===== config.mk =====
export PLATFORM = sky130hd
export DESIGN_NAME = bombe_result_reporter
export DESIGN_NICKNAME = d
export VERILOG_FILES = /design/src/rtl/bombe_result_reporter.sv
export SDC_FILE = /design/constraint.sdc
export NUM_CORES = 1
export LEC_CHECK = 0
export CORE_ASPECT_RATIO = 0.75
export CORE_MARGIN = 5
export CORE_UTILIZATION = 55
export CTS_BUF_LIST = sky130_fd_sc_hd__clkbuf_8
export DETAILED_ROUTE_END_ITERATION = 16
export DONT_BUFFER_PORTS = 1
export GPL_TIMING_DRIVEN = 0
export HOLD_SLACK_MARGIN = 0.05
export PLACE_DENSITY = 0.71
export REMOVE_ABC_BUFFERS = 1
export SLEW_MARGIN = 10
export SYNTH_ARGS = -nofsm -noshare
export SYNTH_HDL_FRONTEND = slang
export SYNTH_SLANG_ARGS = --single-unit

===== constraint.sdc =====
create_clock -name clk_in -period 4.18 [get_ports clk_in]
set_input_delay 1.254 -clock clk_in [delete_from_list [all_inputs] [get_ports clk_in]]
set_output_delay 1.254 -clock clk_in [all_outputs]
set_load 0.01 [all_outputs]

===== src/rtl/bombe_result_reporter.sv =====
// Bombe result reporter: buffers candidate rotor settings coming from the
// bombe and turns each one into a 9-byte ASCII line for the UART.
// The bombe is never stalled. A candidate that finds no room is dropped
// and the sticky overflow flag is raised.
module bombe_result_reporter #(
  parameter int FIFO_DEPTH = 8
) (
  input  logic        clk_in,
  input  logic        rst_in,
  input  logic [8:0]  rotor_select_in,
  input  logic [14:0] rotor_initial_in,
  input  logic        rotor_valid_in,
  output logic [7:0]  byte_out,
  output logic        byte_valid_out,
  input  logic        byte_ready_in,
  output logic        overflow_out,
  output logic [15:0] records_sent_out,
  output logic        busy_out
);

  localparam int AW = $clog2(FIFO_DEPTH);
  localparam int CW = AW + 1;

  typedef enum logic {
    ST_IDLE,
    ST_SEND
  } state_t;

  state_t        r_state;
  state_t        w_nextState;

  logic [23:0]   r_mem [FIFO_DEPTH];
  logic [AW-1:0] r_wrPtr;
  logic [AW-1:0] r_rdPtr;
  logic [CW-1:0] r_count;
  logic [23:0]   r_record;
  logic [3:0]    r_idx;
  logic          r_overflow;
  logic [15:0]   r_recordsSent;

  logic          w_pop;
  logic          w_push;
  logic          w_drop;
  logic          w_handshake;
  logic          w_lastByte;
  logic [7:0]    w_char;

  // A rotor number 0..4 prints as '1'..'5'. Anything larger prints as '?'.
  function automatic logic [7:0] rotorChar(input logic [2:0] n);
    return (n > 3'd4) ? 8'h3F : (8'h31 + {5'd0, n});
  endfunction

  // A position 0..25 prints as 'A'..'Z'. Anything larger prints as '?'.
  function automatic logic [7:0] posChar(input logic [4:0] p);
    return (p > 5'd25) ? 8'h3F : (8'h41 + {3'd0, p});
  endfunction

  assign w_handshake = (r_state == ST_SEND) && byte_ready_in;
  assign w_lastByte  = (r_idx == 4'd8);
  // A pop frees a slot in the same cycle, so a full FIFO can still take a push.
  assign w_push      = rotor_valid_in && ((r_count < CW'(FIFO_DEPTH)) || w_pop);
  assign w_drop      = rotor_valid_in && !w_push;

  // Next-state logic. IDLE pops the head as soon as the FIFO is non-empty.
  always_comb begin
    w_nextState = r_state;
    w_pop       = 1'b0;
    case (r_state)
      ST_IDLE: begin
        if (r_count != '0) begin
          w_pop       = 1'b1;
          w_nextState = ST_SEND;
        end
      end
      ST_SEND: begin
        if (w_handshake && w_lastByte) begin
          w_nextState = ST_IDLE;
        end
      end
      default: w_nextState = ST_IDLE;
    endcase
  end

  // State register.
  always_ff @(posedge clk_in) begin
    if (rst_in) begin
      r_state <= ST_IDLE;
    end else begin
      r_state <= w_nextState;
    end
  end

  // FIFO storage. Reset clears only the pointers, so stale data here is never read.
  always_ff @(posedge clk_in) begin
    if (w_push) begin
      r_mem[r_wrPtr] <= {rotor_select_in, rotor_initial_in};
    end
  end

  // FIFO pointers and occupancy. The pointers wrap naturally at the power-of-2 depth.
  always_ff @(posedge clk_in) begin
    if (rst_in) begin
      r_wrPtr <= '0;
      r_rdPtr <= '0;
      r_count <= '0;
    end else begin
      if (w_push) r_wrPtr <= r_wrPtr + 1'b1;
      if (w_pop)  r_rdPtr <= r_rdPtr + 1'b1;
      case ({w_push, w_pop})
        2'b10:   r_count <= r_count + 1'b1;
        2'b01:   r_count <= r_count - 1'b1;
        default: r_count <= r_count;
      endcase
    end
  end

  // Record register and byte index. The index advances only on an accepted byte.
  always_ff @(posedge clk_in) begin
    if (rst_in) begin
      r_record <= '0;
      r_idx    <= '0;
    end else if (w_pop) begin
      r_record <= r_mem[r_rdPtr];
      r_idx    <= '0;
    end else if (w_handshake && !w_lastByte) begin
      r_idx    <= r_idx + 4'd1;
    end
  end

  // Sticky drop flag and saturating count of completed records.
  always_ff @(posedge clk_in) begin
    if (rst_in) begin
      r_overflow    <= 1'b0;
      r_recordsSent <= '0;
    end else begin
      if (w_drop) r_overflow <= 1'b1;
      if (w_handshake && w_lastByte && (r_recordsSent != 16'hFFFF)) begin
        r_recordsSent <= r_recordsSent + 16'd1;
      end
    end
  end

  // Character selection for the current index.
  // The record is {select[23:15], initial[14:0]}.
  always_comb begin
    w_char = 8'h00;
    case (r_idx)
      4'd0:    w_char = rotorChar(r_record[23:21]);
      4'd1:    w_char = rotorChar(r_record[20:18]);
      4'd2:    w_char = rotorChar(r_record[17:15]);
      4'd3:    w_char = 8'h20;
      4'd4:    w_char = posChar(r_record[14:10]);
      4'd5:    w_char = posChar(r_record[9:5]);
      4'd6:    w_char = posChar(r_record[4:0]);
      4'd7:    w_char = 8'h0D;
      4'd8:    w_char = 8'h0A;
      default: w_char = 8'h00;
    endcase
  end

  assign byte_valid_out   = (r_state == ST_SEND);
  assign byte_out         = (r_state == ST_SEND) ? w_char : 8'h00;
  assign overflow_out     = r_overflow;
  assign records_sent_out = r_recordsSent;
  assign busy_out         = (r_count != '0) || (r_state == ST_SEND);

endmodule


Word level (Yosys, flattened, before mapping)
Memory sizes are Yosys's and may differ from the RTL's. A register that Yosys moved wholly into a read port is not among the register bits.
Index checks and enable logic that the tools add are counted.
- register bits: 32
- latch bits: 0
- RAM bits: 192
- bits in read-only memories: 0
- input port bits: 28
- output and inout bits: 27
- memories: 1
- memory list (name ; words ; width ; read ports ; clocked after Yosys merged registers in ; write ports ; line ; RTL):
    r_mem ; 8 ; 24 ; 1 ; 1 ; 1 ; 32 ; logic [23:0] r_mem [FIFO_DEPTH];
- $add $sub $neg: 12
- $mul: 0
- div/mod/pow operators: 0
- $lt $le $gt $ge: 7
- eq/ne operators: 11
- shifts and indexed selects: 0
- muxes and demuxes: 15
- bitwise gates (word level): 1
- reduce and logical (&&, ||, !) cells: 14
- operators by type and width (cell ; number):
    $pmux W8 S9 ; 1
    $mux W8 ; 4
    $add A7 B5 Y8 const A ; 3
    $add A6 B3 Y7 const A ; 3
    $mux W7 ; 3
    $add A16 B1 Y16 const B ; 1
    $eq A4 B3 Y1 const B ; 4
    $ne A16 B16 Y1 const B ; 1
    $gt A5 B5 Y1 const B ; 3
    $gt A3 B3 Y1 const B ; 3
    $add A4 B1 Y4 const B ; 2
    $eq A4 B2 Y1 const B ; 2
    $pmux W4 S2 ; 1
    $add A3 B1 Y3 const B ; 2
    $logic_and A1 B1 Y1 ; 6
    $mux W1 ; 5
    $eq A4 B1 Y1 const B ; 1
    $eq A4 B4 Y1 const B ; 1
    $logic_not A4 Y1 ; 1
    $lt A4 B4 Y1 const B ; 1
    $reduce_bool A4 Y1 ; 1
    $sub A4 B1 Y4 const B ; 1
    $eq A2 B1 Y1 const B ; 1
    $eq A2 B2 Y1 const B ; 1
    other kinds (6) ; 8

Depth between registers and ports, before layout
- depth in word-level cells: 7
- gate-level depth with buffers: 11
- gate-level depth less buffers: 10

Worst setup path after synthesis
Ideal clock, no wire load.
- kind: input-to-reg
- start point: input rotor_valid_in
- end point: memory r_mem[0][0] (enable)
- setup time: 0.435 ns
- arrival: 3.233 ns
- required time: 3.745 ns
- path slack: 0.512 ns
- stages on the path: 3
- path buffers: 0
- path through: and2_1 > nand2b_1 > nor3_1
- cells in the longest elaborated chain, start to end: 3
- ends and longest elaborated chain (what ; line ; RTL):
    start: declaration ; 12 ; input logic rotor_valid_in,
    $logic_and A1 B1 Y1 ; 61 ; assign w_push = rotor_valid_in && ((r_count < CW'(FIFO_DEPTH)) || w_pop);
    $mux W1 ; 95 ; if (w_push) begin
    $mux W1 (not written as such) ; 96 ; r_mem[r_wrPtr] <= {rotor_select_in, rotor_initial_in};
    end: declaration ; 32 ;
No other way between the ends.

Final worst setup path
- start point: register r_idx[0]
- end point: output byte_out[3]
- cells in the longest elaborated chain, start to end: 3
- ends and longest elaborated chain (what ; line ; RTL):
    start: declaration ; 37 ; logic [3:0] r_idx;
    start signal: assignment ; 126 ; r_idx <= r_idx + 4'd1;
    $eq A4 B4 Y1, or another cell as far along ; 147 ; case (r_idx)
    $pmux W8 S9 * ; 147 ;
    $mux W8 * ; 162 ; assign byte_out = (r_state == ST_SEND) ? w_char : 8'h00;
    end: declaration ; 13 ; output logic [7:0] byte_out,
Mark *: on every way between the ends. The rest lies on a longest branch, timed or not.

==> metrics <==
status finished clean; Ys Warns 0; Mapped Area 0.0106 mm2; clock group share of total power 30.5%; clock buffer count from CTS 39; worst setup path startpoint r_idx[0]$_SDFFE_PP0P_; hold path cells 2; number of enable flip-flop cells after synthesis 192; Final #Nets 757; Seq pwr share 47.6%; launch point of the worst reg-to-reg path r_count[3]$_SDFFE_PP0P_; Post-CTS Setup Inserts 0; P_sw 1900 uW; Initial Utilization 55.3%; Vias 5,799; Logic pwr share 22.0%; Max IR drop VDD 0.504 mV; Die Span Y 130 um; Post-Synthesis Cells 683; CTS hold repair buffers 0; clk sinks 248; Fmax 267 MHz; Rows 44; fin. max-slew vios 0; worst slew pin tran 0.956 ns; Final ANT Viol Nets 0; I/O Buffers 0; Tmin final 3.74 ns; Die ar. 0.0222 mm2; RSZ-0062 raised after global routing no; Placed Cells 918; Hold Crit Class reg2reg; H-tree depth 2; Post-Layout Cell Count 988; clk_skew 0.0354 ns; Min-Delay Startpoint r_wrPtr[0]$_SDFFE_PP0P_; Crit Path Class reg2out; 1st-iter DRT viols 457; Leakage 0.00386 uW; core area 0.0192 mm2; fin crit share 89.5%; CTS root buf clkbuf_8; clk_lat worst skew 0.55 ns; vias per cell 5.87; Hold Slack 0.509 ns; maximum clock insertion buffer count 3; DP HPWL 13,700 um; Slew HR 36.1%; io pins 55; gpl congestion 0.876; Crit Reg-Reg Endpoint r_count[3]$_SDFFE_PP0P_; CTS tree yes; area delta synth->final 11.9%; setup violators final 0; n_diodes 0; Detailed Route WL 20,400 um; Net Sw Frac 29.3%; Initial DRT Pass Iterations 8; sequential element share of the synthesized area 65.0%; # Max-Cap Violations 0; Post-synth ARST share 0%; crit start category register; clock slew at reported path FFs 0.06 ns; number of synthesized register bits 248; CP Capture Type output pin; reg2reg setup slack 1.43 ns; drc violations 0; Total Routing Usage GR 18.9%; die span in x 170 um; CTS resizes 0; first-pass GRT wire length 32,500 um; P_int 4600 uW; setup_tns 0 ns; syn_area_per_cell 15.5 um2; critical path data arrival time 2.49 ns; vias in the first global route 5,969; grt total ovfl 0; worst reg2reg path depth 9; share of layout cells above drive strength 1 19.5%; wire per inst 20.6 um; required time worst endpoint 2.93 ns; initial antenna violation count 0; largest net degree at the start of global routing 58; prevailing post-synth register cell edfxtp_1; Hold Path Sink r_wrPtr[0]$_SDFFE_PP0P_; crit-path max FO 8; P per Cell Area 549 mW/mm2; Cell variety after synth 68; Final Hold Viols 0
cells in the mapped netlist, drive strengths merged, types with 10 or more instances:
master,count,area share (%)
mux2i,27,2.6
nand2,26,0.99
buf,21,1.3
nor3,10,0.58
xnor2,21,1.7
inv,25,0.89
clkbuf,12,0.44
edfxtp,192,54
a211oi,29,2.1
nand3,13,0.73
a21oi,18,0.85
ha,22,2.6
o21ai,13,0.61
dfxtp,56,11
mux4,48,10
nor2,64,2.3
per-layer routing:
layer,GRT usage [%],routed length (um),vias to the layer above
li1,-,-,2695
met1,25.3,8720,2889
met2,31.4,9810,171
met3,4.27,1370,44
met4,6.20,483,0
met5,0,0,-
power by group through the flow:
stage	registers [uW]	clock network, uW	logic, uW
after floorplan	3110	0	1050
after global placement	3200	0	1300
after detailed placement	3150	0	1440
after CTS	3100	2020	1450
after global routing	3130	2140	1580
final	3090	1980	1430
critical path: stages (launching register included):
cell and delay (ns):
dfxtp_1 0.36, inv_1 0.10, ha_1 0.36, inv_1 0.15, a211oi_1 0.23, o21ai_0 0.12
a21o_2 0.25, a41oi_1 0.39
logic make-up (layout without fill, tap and decap cells):
logic type      Yosys count  after routing  synth area share, %
fa+ha+maj                23             23                 2.79
other cells               1              1               0.0354
simple gates            157            157                 8.02
flops                   248            248                 65.0
compound gates           93             93                 6.33
buf+inv                  58            110                 2.64
xor+xnor                 27             27                 2.23
mux                      76             76                 12.9
cells in the final DEF, fill, tap and decap left out, drive strengths merged, types with 3 or more instances in the layout:
cell     instances
xor2             6
o21ai           13
dfxtp           56
inv             41
nor4             4
nand2           26
nor2b            6
a21o             3
nor3            10
mux2i           27
a211oi          29
a21oi           18
clkinv           9
o22ai            3
and2b            3
a31oi            6
ha              22
mux4            48
nor2            64
buf             15
nand3           13
nand2b           6
a2111oi          3
nand4            6
o2111ai          3
clkbuf          42
edfxtp         192
and2             4
and3             3
xnor2           21
flip-flops by register name, indices dropped and copies added (netlist names), 3 cells and up:
signal and count:
r_wrPtr 3, r_idx 4, r_count 4, records_sent_out 16, r_mem 192, r_record 24, r_rdPtr 3
per-stage QoR:
step	utilization, %	setup slack (ns)	total power, uW	instance area, um2
4_1_cts	61.8	0.418	6560	11800
3_5_place_dp	57.9	0.994	4590	11100
3_3_place_gp	55.9	-1.35	4500	10700
2_1_floorplan	-	0.390	4150	10400
6_report	61.8	0.438	6500	11800
5_1_grt	61.8	0.233	6850	11800
cell type report:
class                   count  area, um2
flip-flops and latches    248       6900
repair buffers             15        300
multi-input cells         377       3480
fillers                  1410       7310
clock buffers              42        578
clock inverters            28        178
inverters                  25       93.8
well taps                 253        317
worst max-delay path by stage:
stage | cells after the start | end
detailed placement | 7 | byte_out[3]
global route | 6 | byte_out[6]
global placement | 3 | r_mem[0][13]$_DFFE_PP_
CTS | 7 | byte_out[3]
floorplan | 9 | r_count[3]$_SDFFE_PP0P_
finish | 7 | byte_out[3]
Note: power is estimated with default switching activity, not from simulation.
